**src/rtl/led_pkg.sv**
```systemverilog
// Shared constants for the LED fade chain: data width, fader state encodings
// and saturating 8-bit helpers.
package led_pkg;

    localparam int LED_W = 8;

    localparam logic [2:0] ST_IDLE    = 3'd0;
    localparam logic [2:0] ST_UP      = 3'd1;
    localparam logic [2:0] ST_HOLD_HI = 3'd2;
    localparam logic [2:0] ST_DOWN    = 3'd3;
    localparam logic [2:0] ST_HOLD_LO = 3'd4;

    // The 9-bit sum keeps the carry so the ramp clamps at full scale instead of wrapping.
    function automatic logic [LED_W-1:0] sat_add(input logic [LED_W-1:0] a,
                                                 input logic [LED_W-1:0] b);
        logic [LED_W:0] sum;
        sum = {1'b0, a} + {1'b0, b};
        return sum[LED_W] ? {LED_W{1'b1}} : sum[LED_W-1:0];
    endfunction

    function automatic logic [LED_W-1:0] sat_sub(input logic [LED_W-1:0] a,
                                                 input logic [LED_W-1:0] b);
        return (a <= b) ? '0 : (a - b);
    endfunction

endpackage

```
**src/rtl/led_pwm.sv**
```systemverilog
// PWM stage: a free-running 8-bit counter compared against the brightness level,
// with the LED pin registered one clock after the compare.
module led_pwm
    import led_pkg::*;
(
    input  logic             clk,
    input  logic             rst,
    input  logic [LED_W-1:0] level,
    output logic             led
);

    logic [LED_W-1:0] pwm_cnt;

    always_ff @(posedge clk) begin
        if (!rst) begin
            pwm_cnt <= '0;
            led     <= 1'b0;
        end else begin
            pwm_cnt <= pwm_cnt + 1'b1;
            led     <= (pwm_cnt < level);
        end
    end

endmodule

```
**src/rtl/led_fader.sv**
```systemverilog
// Triangle-wave brightness sequencer: ramps up, holds at full, ramps down,
// holds at zero, advancing only on upstream tick strobes.
module led_fader
    import led_pkg::*;
#(
    parameter int STEP       = 1,
    parameter int HOLD_TICKS = 16
) (
    input  logic             clk,
    input  logic             rst,
    input  logic             en,
    input  logic             tick,
    output logic             led,
    output logic [LED_W-1:0] level,
    output logic [2:0]       phase
);

    localparam logic [LED_W-1:0] STEP_V = LED_W'(STEP);
    localparam logic [LED_W-1:0] HOLD_V = LED_W'(HOLD_TICKS);

    logic [2:0]       state;
    logic [LED_W-1:0] hold_cnt;
    logic [LED_W-1:0] up_level;
    logic [LED_W-1:0] down_level;
    logic [LED_W-1:0] hold_next;
    logic             hold_done;

    assign up_level   = sat_add(level, STEP_V);
    assign down_level = sat_sub(level, STEP_V);
    assign hold_next  = hold_cnt + 1'b1;
    assign hold_done  = (hold_next == HOLD_V);
    assign phase      = state;

    // Dropping enable behaves like a soft reset and wins over any tick in the same cycle.
    always_ff @(posedge clk) begin
        if (!rst || !en) begin
            state    <= ST_IDLE;
            level    <= '0;
            hold_cnt <= '0;
        end else begin
            case (state)
                ST_IDLE: begin
                    state <= ST_UP;
                end
                ST_UP: begin
                    if (tick) begin
                        level <= up_level;
                        if (up_level == {LED_W{1'b1}}) begin
                            state    <= ST_HOLD_HI;
                            hold_cnt <= '0;
                        end
                    end
                end
                ST_HOLD_HI: begin
                    if (tick) begin
                        if (hold_done) begin
                            state    <= ST_DOWN;
                            hold_cnt <= '0;
                        end else begin
                            hold_cnt <= hold_next;
                        end
                    end
                end
                ST_DOWN: begin
                    if (tick) begin
                        level <= down_level;
                        if (down_level == '0) begin
                            state    <= ST_HOLD_LO;
                            hold_cnt <= '0;
                        end
                    end
                end
                ST_HOLD_LO: begin
                    if (tick) begin
                        if (hold_done) begin
                            state    <= ST_UP;
                            hold_cnt <= '0;
                        end else begin
                            hold_cnt <= hold_next;
                        end
                    end
                end
                default: begin
                    state    <= ST_IDLE;
                    level    <= '0;
                    hold_cnt <= '0;
                end
            endcase
        end
    end

    led_pwm u_pwm (
        .clk   (clk),
        .rst   (rst),
        .level (level),
        .led   (led)
    );

endmodule

```
**config.mk**
```make
export PLATFORM = sky130hd
export DESIGN_NAME = led_fader
export DESIGN_NICKNAME = d
export VERILOG_FILES = /design/src/rtl/led_pkg.sv /design/src/rtl/led_pwm.sv /design/src/rtl/led_fader.sv
export SDC_FILE = /design/constraint.sdc
export NUM_CORES = 1
export LEC_CHECK = 0
export ABC_AREA = 1
export BUFFER_PORTS_ARGS = -buffer_cell sky130_fd_sc_hd__buf_2
export CORE_MARGIN = 4
export CORE_UTILIZATION = 65
export CTS_CLUSTER_DIAMETER = 50
export DETAILED_ROUTE_END_ITERATION = 10
export HOLD_SLACK_MARGIN = 0.02
export MAX_ROUTING_LAYER = met4
export PLACE_DENSITY = 0.85
export SLEW_MARGIN = 40
export SYNTH_ARGS = -nofsm -noshare
export SYNTH_HDL_FRONTEND = slang
export SYNTH_SLANG_ARGS = --single-unit
```
**constraint.sdc**
```tcl
create_clock -name clk -period 3.8 [get_ports clk]
set_input_delay 0.38 -clock clk [delete_from_list [all_inputs] [get_ports clk]]
set_output_delay 0.38 -clock clk [all_outputs]
set_load 0.02 [all_outputs]
```
=== Yosys cells after proc, flatten, opt, wreduce, memory -nomap -nowiden ===
Index checks and enable logic that the tools add are counted.

* Mux-type cells: 21
* Reductions and logical operators: 10
* $lt $le $gt $ge: 2
* Add/subtract/negate cells: 4
* Bitwise operators: 2
* Equal/unequal tests: 15

{| class="wikitable"
|+ Operators by type and width
! cell !! count
|-
| two-way mux 8 bit || 10
|-
| case mux 8 bit (4 select lines) || 1
|-
| two-way mux 3 bit || 8
|-
| case mux 8 bit (3 select lines) || 1
|-
| adder 8 x 1 -> 8 bit, second input constant || 2
|-
| != test 2 bit, second input constant || 8
|-
| case mux 3 bit (5 select lines) || 1
|-
| adder 8 x 1 -> 9 bit, second input constant || 1
|-
| == test 8 x 5 -> 1 bit, second input constant || 1
|-
| == test 8 bit, second input constant || 1
|-
| <= comparator 8 x 1 -> 1 bit, second input constant || 1
|-
| logical NOT 8 bit || 1
|-
| < comparator 8 bit || 1
|-
| AND reduction 8 bit || 1
|-
| subtractor 8 x 1 -> 8 bit, second input constant || 1
|-
| == test 3 x 2 -> 1 bit, second input constant || 2
|-
| AND reduction 6 bit || 1
|-
| == test 3 x 1 -> 1 bit, second input constant || 1
|-
| == test 3 bit, second input constant || 1
|-
| logical NOT 3 bit || 1
|-
| AND reduction 3 bit || 1
|-
| OR reduction 3 bit || 1
|-
| logical NOT 1 bit || 2
|-
| != test 2 x 1 -> 1 bit, second input constant || 1
|-
| other kinds (3) || 4
|}

* Input port bits: 4
* Output and inout bits: 12
* Bits in registers: 28
* Word-level logic and storage cells: 59

=== Logic depth before layout (Yosys ltp) ===
Gate-level depths: netlist of run 1.

* Depth in word-level cells: 6
* Gate-level depth with buffers: 14

=== Cells and area by module ===
From an unflattened synthesis of run 1, not the netlist that was laid out.

* Cells, all modules: 368
* Area total of the unflattened synthesis: 2212.1 µm²

{| class="wikitable"
|+ Modules (own cells, without submodules)
! module !! seq. area each (µm²) !! area each (µm²) !! instances !! cells each
|-
| led_fader || 380.4 || 1669.1 || 1 || 294
|-
| led_pwm || 180.2 || 543.0 || 1 || 74
|}

=== Worst setup path before layout of run 1 ===
Ideal clock, no wire load.

* Path type: register -> register
* From: register level[0]
* To: register hold_cnt[2]
* Arrival: 1.877 ns
* Stages on the path, launching flop included: 15
* Path slack: 1.859 ns
* Library setup time: 0.064 ns
* Path buffers: 1
* Path through: dfxtp_1 -> inv_1 -> ha_1 -> inv_1 -> nand2_1 -> nand4_4 -> inv_1 -> a21oi_1 -> nor2_1 -> nand2_1 -> nand2_4 -> buf_6 -> nand4_1 -> nand2_1 -> nor2_1

* Word-level cells in the longest chain between the ends: 5

{| class="wikitable"
|+ Ends and longest elaborated chain
! item !! line !! text
|-
| start: declaration || led_fader.sv:14 || <nowiki>output logic [LED_W-1:0] level,</nowiki>
|-
| start signal: assignment || led_fader.sv:47 || <nowiki>level <= up_level;</nowiki>
|-
| start signal: assignment || led_fader.sv:66 || <nowiki>level <= down_level;</nowiki>
|-
| adder 8 x 1 -> 9 bit (tied with other cells) || led_pkg.sv:17 || <nowiki>sum = {1'b0, a} + {1'b0, b};</nowiki>
|-
| two-way mux 8 bit (on tied branches) || led_pkg.sv:18, led_pkg.sv:23 ||
|-
| == test 8 bit / logical NOT 8 bit (equally long branches) || led_fader.sv:48, led_fader.sv:67 ||
|-
| != test 2 bit (no source line) || n/a ||
|-
| AND reduction 6 bit (no source line) (*) || n/a ||
|-
| end signal: assignment || led_fader.sv:60 || <nowiki>hold_cnt <= hold_next;</nowiki>
|-
| end signal: assignment || led_fader.sv:79 || <nowiki>hold_cnt <= hold_next;</nowiki>
|-
| end: declaration || led_fader.sv:22 || <nowiki>logic [LED_W-1:0] hold_cnt;</nowiki>
|}

Every way passes the cells marked *; elsewhere a longest branch is shown, timed or not.
A chain may end at the register's enable or synchronous reset.

=== Final worst setup path of run 1 ===
* From: register level[0]
* To: register hold_cnt[0]

Same word-level chain as after synthesis.

==> results.sh, run 1 <==
export IMPL_dp_cells=401
export IMPL_dr_total_vias=2310
export IMPL_chipWidth_um=65.79
export IMPL_dieArea_um2=4328
export IMPL_place_detailed_hpwl_um=4103
export IMPL_finalClockSkew_ns=0.007996
export IMPL_area_delta_synth_final_pct=6.225
export IMPL_fin_nets=379
export IMPL_postPlaceCellArea_um2=2253
export IMPL_tightest_slew_ns=0.7608
export IMPL_final_setup_tns_ns=0
export IMPL_cts_num_sinks=28
export IMPL_rows=20
export IMPL_p_leak_nw=1.085
export IMPL_clk_pin_slew_ns=0.16
export IMPL_grt_setup_unrepaired="no"
export IMPL_io_pins=16
export IMPL_cts_hold_buf=0
export IMPL_clockBufferDepth=2
export IMPL_slew_viol_final=0
export IMPL_synth_cell_types=34
export IMPL_worstSetupEndpoint="hold_cnt[0]"
export IMPL_hold_slack_ns=0.2894
export IMPL_first_global_vias=1950
export IMPL_fin_ws_ns=1.641
export IMPL_cts_tree="yes"
export IMPL_synth_top_area_frac=0.2582
export IMPL_netlist_top_cells_area="dfxtp_1, nand2_1, inv_1"
export IMPL_arrival_ns=2.45
export IMPL_synth_main_ff_cell="dfxtp_1"
export IMPL_ys_seq_area_frac=0.2582
export IMPL_routed_wl_um=5257
export IMPL_drive_gt1_frac=0.1053
export IMPL_die_y_um=65.79
export IMPL_peakVddDrop_mv=0.6803
export IMPL_root_buffer="clkbuf_4"
export IMPL_synth_most_common_cell="nand2_1"
export IMPL_viasPerCell=5.704
export IMPL_cts_resized=0
export IMPL_hold_viol_final=0
export IMPL_syn_avg_cell_area_um2=6.220
export IMPL_hold_path_class="in2reg"
export IMPL_wire_per_inst_um=12.98
export IMPL_post_cts_buffers=0
export IMPL_r2r_end="hold_cnt[0]"
export IMPL_cts_htree_levels=1
export IMPL_cp_startpoint="level[0]"
export IMPL_reg2reg_from="level[0]"
export IMPL_fin_crit_sh=0.5683
export IMPL_ys_warn_count=0
export IMPL_core_region_area_um2=3128
export IMPL_antenna_left=0
export IMPL_pre_cts_ws_ns=1.701
export IMPL_grt_max_degree=17
export IMPL_clock_latency_ns=0.34
export IMPL_syn_cell_area_um2=2171
export IMPL_grt_total_usage=0.2659
export IMPL_syn_num_nets=366
export IMPL_ys_ff_latch=28
export IMPL_antenna_found_initial=0
export IMPL_fmax_ghz=0.4631
export IMPL_worstRegToRegCells=14
export IMPL_post_route_util=0.7372
export IMPL_design_area_um2=2306
export IMPL_fillers=279
export IMPL_start_util=0.6940
export IMPL_numCtsBuffers=3
export IMPL_crit_fanout=13
export IMPL_status="finished clean"
export IMPL_cp_required_ns=4.09
export IMPL_synth_area_leader_cell="dfxtp_1"
export IMPL_gr_total_overflow=0
export IMPL_diodes=0
export IMPL_io_buffers=15
export IMPL_drtIter0Drc=302
export IMPL_async_flop_share=0
export IMPL_synth_edf_count=0
export IMPL_setup_viol=0
export IMPL_r2r_slack_ns=1.64
export IMPL_critPathKind="reg2reg"
export IMPL_crit_path_end_kind="flop"
export IMPL_route_detailed_drc=0
export IMPL_final_cells=405
export IMPL_relSlewSlack=0.4910
export IMPL_drtPass1Iterations=5
export IMPL_grt_pass1_wl_um=8901
export IMPL_power_density_nw_per_um2=656.0
export IMPL_routabilityCongestion=0.9563
export IMPL_finalPower_mw=1.513
export IMPL_period_minus_slack_ns=2.159
export IMPL_synth_commonest_cells="nand2_1, inv_1, nor2_1"
export IMPL_critPathLaunchType="flop"
export IMPL_synthCells=349
export IMPL_drv_cap=0
## area by class of cell
cell class                      count  area (um2)  area share
Sequential cell                    28       560.5      0.2431
Multi-Input combinational cell    258        1353      0.5865
Tap cell                           44       55.05     0.02387
Timing Repair Buffer               15       75.07     0.03256
Inverter                           56       210.2     0.09116
Clock buffer                        3       22.52    0.009767
Clock inverter                      1       30.03     0.01302
## registers in the layout, indices dropped and copies added (netlist names)
signal and cells:
hold_cnt 8, level 8, phase 3, u_pwm.led 1, u_pwm.pwm_cnt 8
## layout by cell type, fill, tap and decap left out, types with 3 or more instances in the layout
cell type / netlist / layout
buf_2: 5 / 15
ha_1: 13 / 13
a21oi_1: 13 / 13
nand4_1: 16 / 16
nor2_2: 5 / 5
o21ai_0: 17 / 17
nand3_1: 29 / 29
clkbuf_4: 0 / 3
nand2_1: 94 / 94
nor2_1: 43 / 43
dfxtp_1: 28 / 28
inv_1: 53 / 53
## per-layer routing
metal,wire [um],vias to the layer above,global-route usage
li1,-,1156,-
met1,2331,1037,0.3669
met2,2396,102,0.4118
met3,416,15,0.02551
met4,113,0,0.08031
met5,0,-,-
## critical path, cell delays in order, from the launching register on
cell	delay (ns)
dfxtp_1	0.42
inv_1	0.17
ha_1	0.26
inv_1	0.07
nand2_1	0.11
nand4_4	0.13
nand3_1	0.15
nand2_1	0.06
nor2_1	0.10
nand2_1	0.10
nand2_4	0.16
nand3_4	0.14
nand2_1	0.10
inv_1	0.04
nor2_1	0.11
## cell families after synthesis
kind of cell	Yosys count	share of synthesized area
DFF	28	0.2582
buffers and inverters	63	0.1187
and+or+nand+nor	198	0.4167
xor gates and xnor gates	3	0.01211
AOI/OAI and AO/OA	44	0.1193
adders and majority gates	13	0.07493
## worst min-delay path by stage
stage,cells after the start,end,slack [ns],from
3_3_place_gp,1,u_pwm.pwm_cnt[0],0.45,u_pwm.pwm_cnt[0]
2_1_floorplan,1,u_pwm.pwm_cnt[0],0.43,u_pwm.pwm_cnt[0]
5_1_grt,3,u_pwm.pwm_cnt[1],0.29,rst
6_report,3,u_pwm.pwm_cnt[1],0.29,rst
3_5_place_dp,2,u_pwm.pwm_cnt[6],0.50,u_pwm.pwm_cnt[6]
4_1_cts,3,u_pwm.pwm_cnt[1],0.29,rst
## power by group
part           internal [mW]  switching (mW)  leakage (nW)
clock                  0.107          0.0963        0.0279
sequential             0.349          0.0694         0.227
combinational          0.295           0.596         0.830
(Power assumes the default switching activity.)
==> run 2, diff against run 1 <==
--- a/config.mk
+++ b/config.mk
@@ -5,15 +5,15 @@
 export SDC_FILE = /design/constraint.sdc
 export NUM_CORES = 1
 export LEC_CHECK = 0
-export ABC_AREA = 1
+export ABC_AREA = 0
 export BUFFER_PORTS_ARGS = -buffer_cell sky130_fd_sc_hd__buf_2
 export CORE_MARGIN = 4
-export CORE_UTILIZATION = 65
+export CORE_UTILIZATION = 60
 export CTS_CLUSTER_DIAMETER = 50
 export DETAILED_ROUTE_END_ITERATION = 10
 export HOLD_SLACK_MARGIN = 0.02
 export MAX_ROUTING_LAYER = met4
-export PLACE_DENSITY = 0.85
+export PLACE_DENSITY = 0.8
 export SLEW_MARGIN = 40
 export SYNTH_ARGS = -nofsm -noshare
 export SYNTH_HDL_FRONTEND = slang
==> constraint.sdc (replaced) <==
create_clock -name clk -period 2.1 [get_ports clk]
set_input_delay 0.21 -clock clk [delete_from_list [all_inputs] [get_ports clk]]
set_output_delay 0.21 -clock clk [all_outputs]
set_load 0.02 [all_outputs]
==> run 2 against run 1 <==
Compared with the run above: the flow now finishes with violations (setup timing); power down 25%; first-iteration DRC count up 3.3%; worst setup slack worse by 1.7 ns; clock skew up 0.0033 ns; global-route usage up 0.64 points; fmax down 0.59%; flip-flop and latch count unchanged; wire length up 12%; clock power up 82%.
==> results.sh, run 2 <==
export IMPL_die_y_um=66.55
export IMPL_synth_edf_count=0
export IMPL_critPathKind="reg2reg"
export IMPL_ys_ff_latch=28
export IMPL_antenna_found_initial=0
export IMPL_synth_area_leader_cell="dfxtp_1"
export IMPL_p_leak_nw=1.062
export IMPL_arrival_ns=2.48
export IMPL_fmax_ghz=0.4603
export IMPL_finalPower_mw=1.132
export IMPL_crit_fanout=6
export IMPL_route_detailed_drc=0
export IMPL_synth_main_ff_cell="dfxtp_1"
export IMPL_synthCells=262
export IMPL_area_delta_synth_final_pct=24.57
export IMPL_wire_per_inst_um=16.89
export IMPL_final_cell_mix="buf_4, dfxtp_1, nand2_1, o21ai_0, nor2_1"
export IMPL_routed_wl_um=5912
export IMPL_syn_num_nets=279
export IMPL_place_detailed_hpwl_um=3863
export IMPL_status="complete, but fails checks"
export IMPL_netlist_top_cells_area="dfxtp_1, ha_1, o21ai_0"
export IMPL_fin_nets=324
export IMPL_ys_warn_count=0
export IMPL_gr_total_overflow=0
export IMPL_cp_required_ns=2.41
export IMPL_syn_avg_cell_area_um2=7.851
export IMPL_io_pins=16
export IMPL_numCtsBuffers=3
export IMPL_reg_top3="hold_cnt x8, level x8, u_pwm.pwm_cnt x8"
export IMPL_hold_path_class="in2reg"
export IMPL_root_buffer="clkbuf_4"
export IMPL_dieArea_um2=4429
export IMPL_cts_num_sinks=28
export IMPL_synth_commonest_cells="dfxtp_1, o21ai_0, nand2_1"
export IMPL_synth_cell_types=57
export IMPL_drtIter0Drc=312
export IMPL_drive_gt1_frac=0.3007
export IMPL_core_region_area_um2=3153
export IMPL_critPathLaunchType="flop"
export IMPL_io_buffers=15
export IMPL_synth_top_area_frac=0.2725
export IMPL_rows=20
export IMPL_power_density_nw_per_um2=441.9
export IMPL_drv_cap=0
export IMPL_clockBufferDepth=2
export IMPL_hold_viol_final=0
export IMPL_first_global_vias=1920
export IMPL_dr_total_vias=2211
export IMPL_grt_max_degree=17
export IMPL_post_route_util=0.8127
export IMPL_hold_slack_ns=0.1566
export IMPL_clock_latency_ns=0.35
export IMPL_tightest_slew_ns=0.5164
export IMPL_peakVddDrop_mv=0.3113
export IMPL_crit_path_end_kind="flop"
export IMPL_fin_ws_ns=-0.07234
export IMPL_syn_cell_area_um2=2057
export IMPL_clk_pin_slew_ns=0.16
export IMPL_routabilityCongestion=0.9414
export IMPL_period_minus_slack_ns=2.172
export IMPL_start_util=0.6524
export IMPL_drtPass1Iterations=5
export IMPL_final_common_cell="buf_4"
export IMPL_grt_setup_unrepaired="yes"
export IMPL_ys_seq_area_frac=0.2725
export IMPL_fin_crit_sh=1.034
export IMPL_grt_pass1_wl_um=9163
export IMPL_grt_total_usage=0.2723
export IMPL_cts_htree_levels=1
export IMPL_slew_viol_final=0
export IMPL_synth_most_common_cell="dfxtp_1"
export IMPL_violations="setup timing"
export IMPL_relSlewSlack=0.6531
export IMPL_async_flop_share=0
export IMPL_setup_viol=3
export IMPL_postPlaceCellArea_um2=2369
export IMPL_cts_tree="yes"
export IMPL_chipWidth_um=66.55
export IMPL_design_area_um2=2562
export IMPL_viasPerCell=6.317
export IMPL_diodes=0
export IMPL_finalClockSkew_ns=0.01128
export IMPL_cts_hold_buf=0
export IMPL_antenna_left=0
==> run 2: cell types whose count changed after synthesis, sizes merged, moves of 7 or more <==
cell | previous run | this run
nand4 | 17 | 2
and2 | 0 | 10
nand3 | 32 | 13
and3 | 0 | 7
clkbuf | 0 | 12
inv | 55 | 12
nor2 | 48 | 19
nand2 | 98 | 20
==> run 2: power by group <==
| part | switching, mW | internal (mW) | leakage, nW |
|---|---|---|---|
| sequential | 0.0176 | 0.541 | 0.230 |
| combinational | 0.109 | 0.0949 | 0.804 |
| clock | 0.177 | 0.193 | 0.0279 |
| total | 0.303 | 0.830 | 1.06 |
==> run 2: what timing repair did <==
action | CTS | global route
setup buffers | 6 | 4
endpoints found under the setup margin | 4 | 14
resized for setup | 3 | 22
pin swaps | 5 | 12
gates cloned | 0 | 0
==> run 2: routing by layer <==
| metal | global-route usage | part of all wire | up-vias |
|---|---|---|---|
| li1 | - | - | 1045 |
| met1 | 0.3881 | 0.43 | 968 |
| met2 | 0.3998 | 0.43 | 157 |
| met3 | 0.04384 | 0.099 | 41 |
| met4 | 0.06853 | 0.042 | 0 |
| met5 | - | 0 | - |
==> run 2: final timing paths <==
kind | from | endpoint | slack [ns] | cells past startpoint
max | level[0] | hold_cnt[5] | -0.07 | 9
min | tick | level[6] | 0.16 | 2
min reg2reg | u_pwm.pwm_cnt[0] | u_pwm.pwm_cnt[0] | 0.51 | 1
max reg2reg | level[0] | hold_cnt[5] | -0.07 | 9
==> run 2: layout make-up <==
| class | instances | area, um2 |
|---|---|---|
| Multi-Input combinational cell | 205 | 1443 |
| Fill cell | 216 | 590.6 |
| Sequential cell | 28 | 571.8 |
| Timing Repair Buffer | 57 | 390.4 |
| Tap cell | 44 | 55.05 |
| Inverter | 12 | 50.05 |
| Clock inverter | 1 | 30.03 |
| Clock buffer | 3 | 22.52 |
==> run 2: kinds of logic after synthesis <==
family / after synthesis / share of synthesized area
XOR/XNOR: 9 / 0.03832
AO/OA/AOI/OAI: 79 / 0.2585
flip-flops: 28 / 0.2725
multiplexers: 2 / 0.009733
adder cells (fa/ha/maj): 13 / 0.07908
buffers and inverters: 29 / 0.06326
AND/OR/NAND/NOR: 102 / 0.2786
==> run 2: worst max-delay path, cell delays in order, from the launching register on <==
cell      delay (ns)
dfxtp_4         0.40
inv_4           0.05
ha_4            0.15
nor4b_4         0.22
nand2_1         0.13
a221oi_2        0.32
o211ai_2        0.14
buf_4           0.17
or4_4           0.41
a21oi_2         0.14
==> run 2: through the flow <==
step,TNS (ns),instances,setup WS (ns)
after CTS,-0.1448,347,-0.05965
after global routing,-0.6470,350,-0.1617
after global placement,-0.01876,337,-0.01876
final,-0.1484,350,-0.07234
after detailed placement,-0.08240,337,-0.06461
after floorplan,-0.2301,262,-0.1291
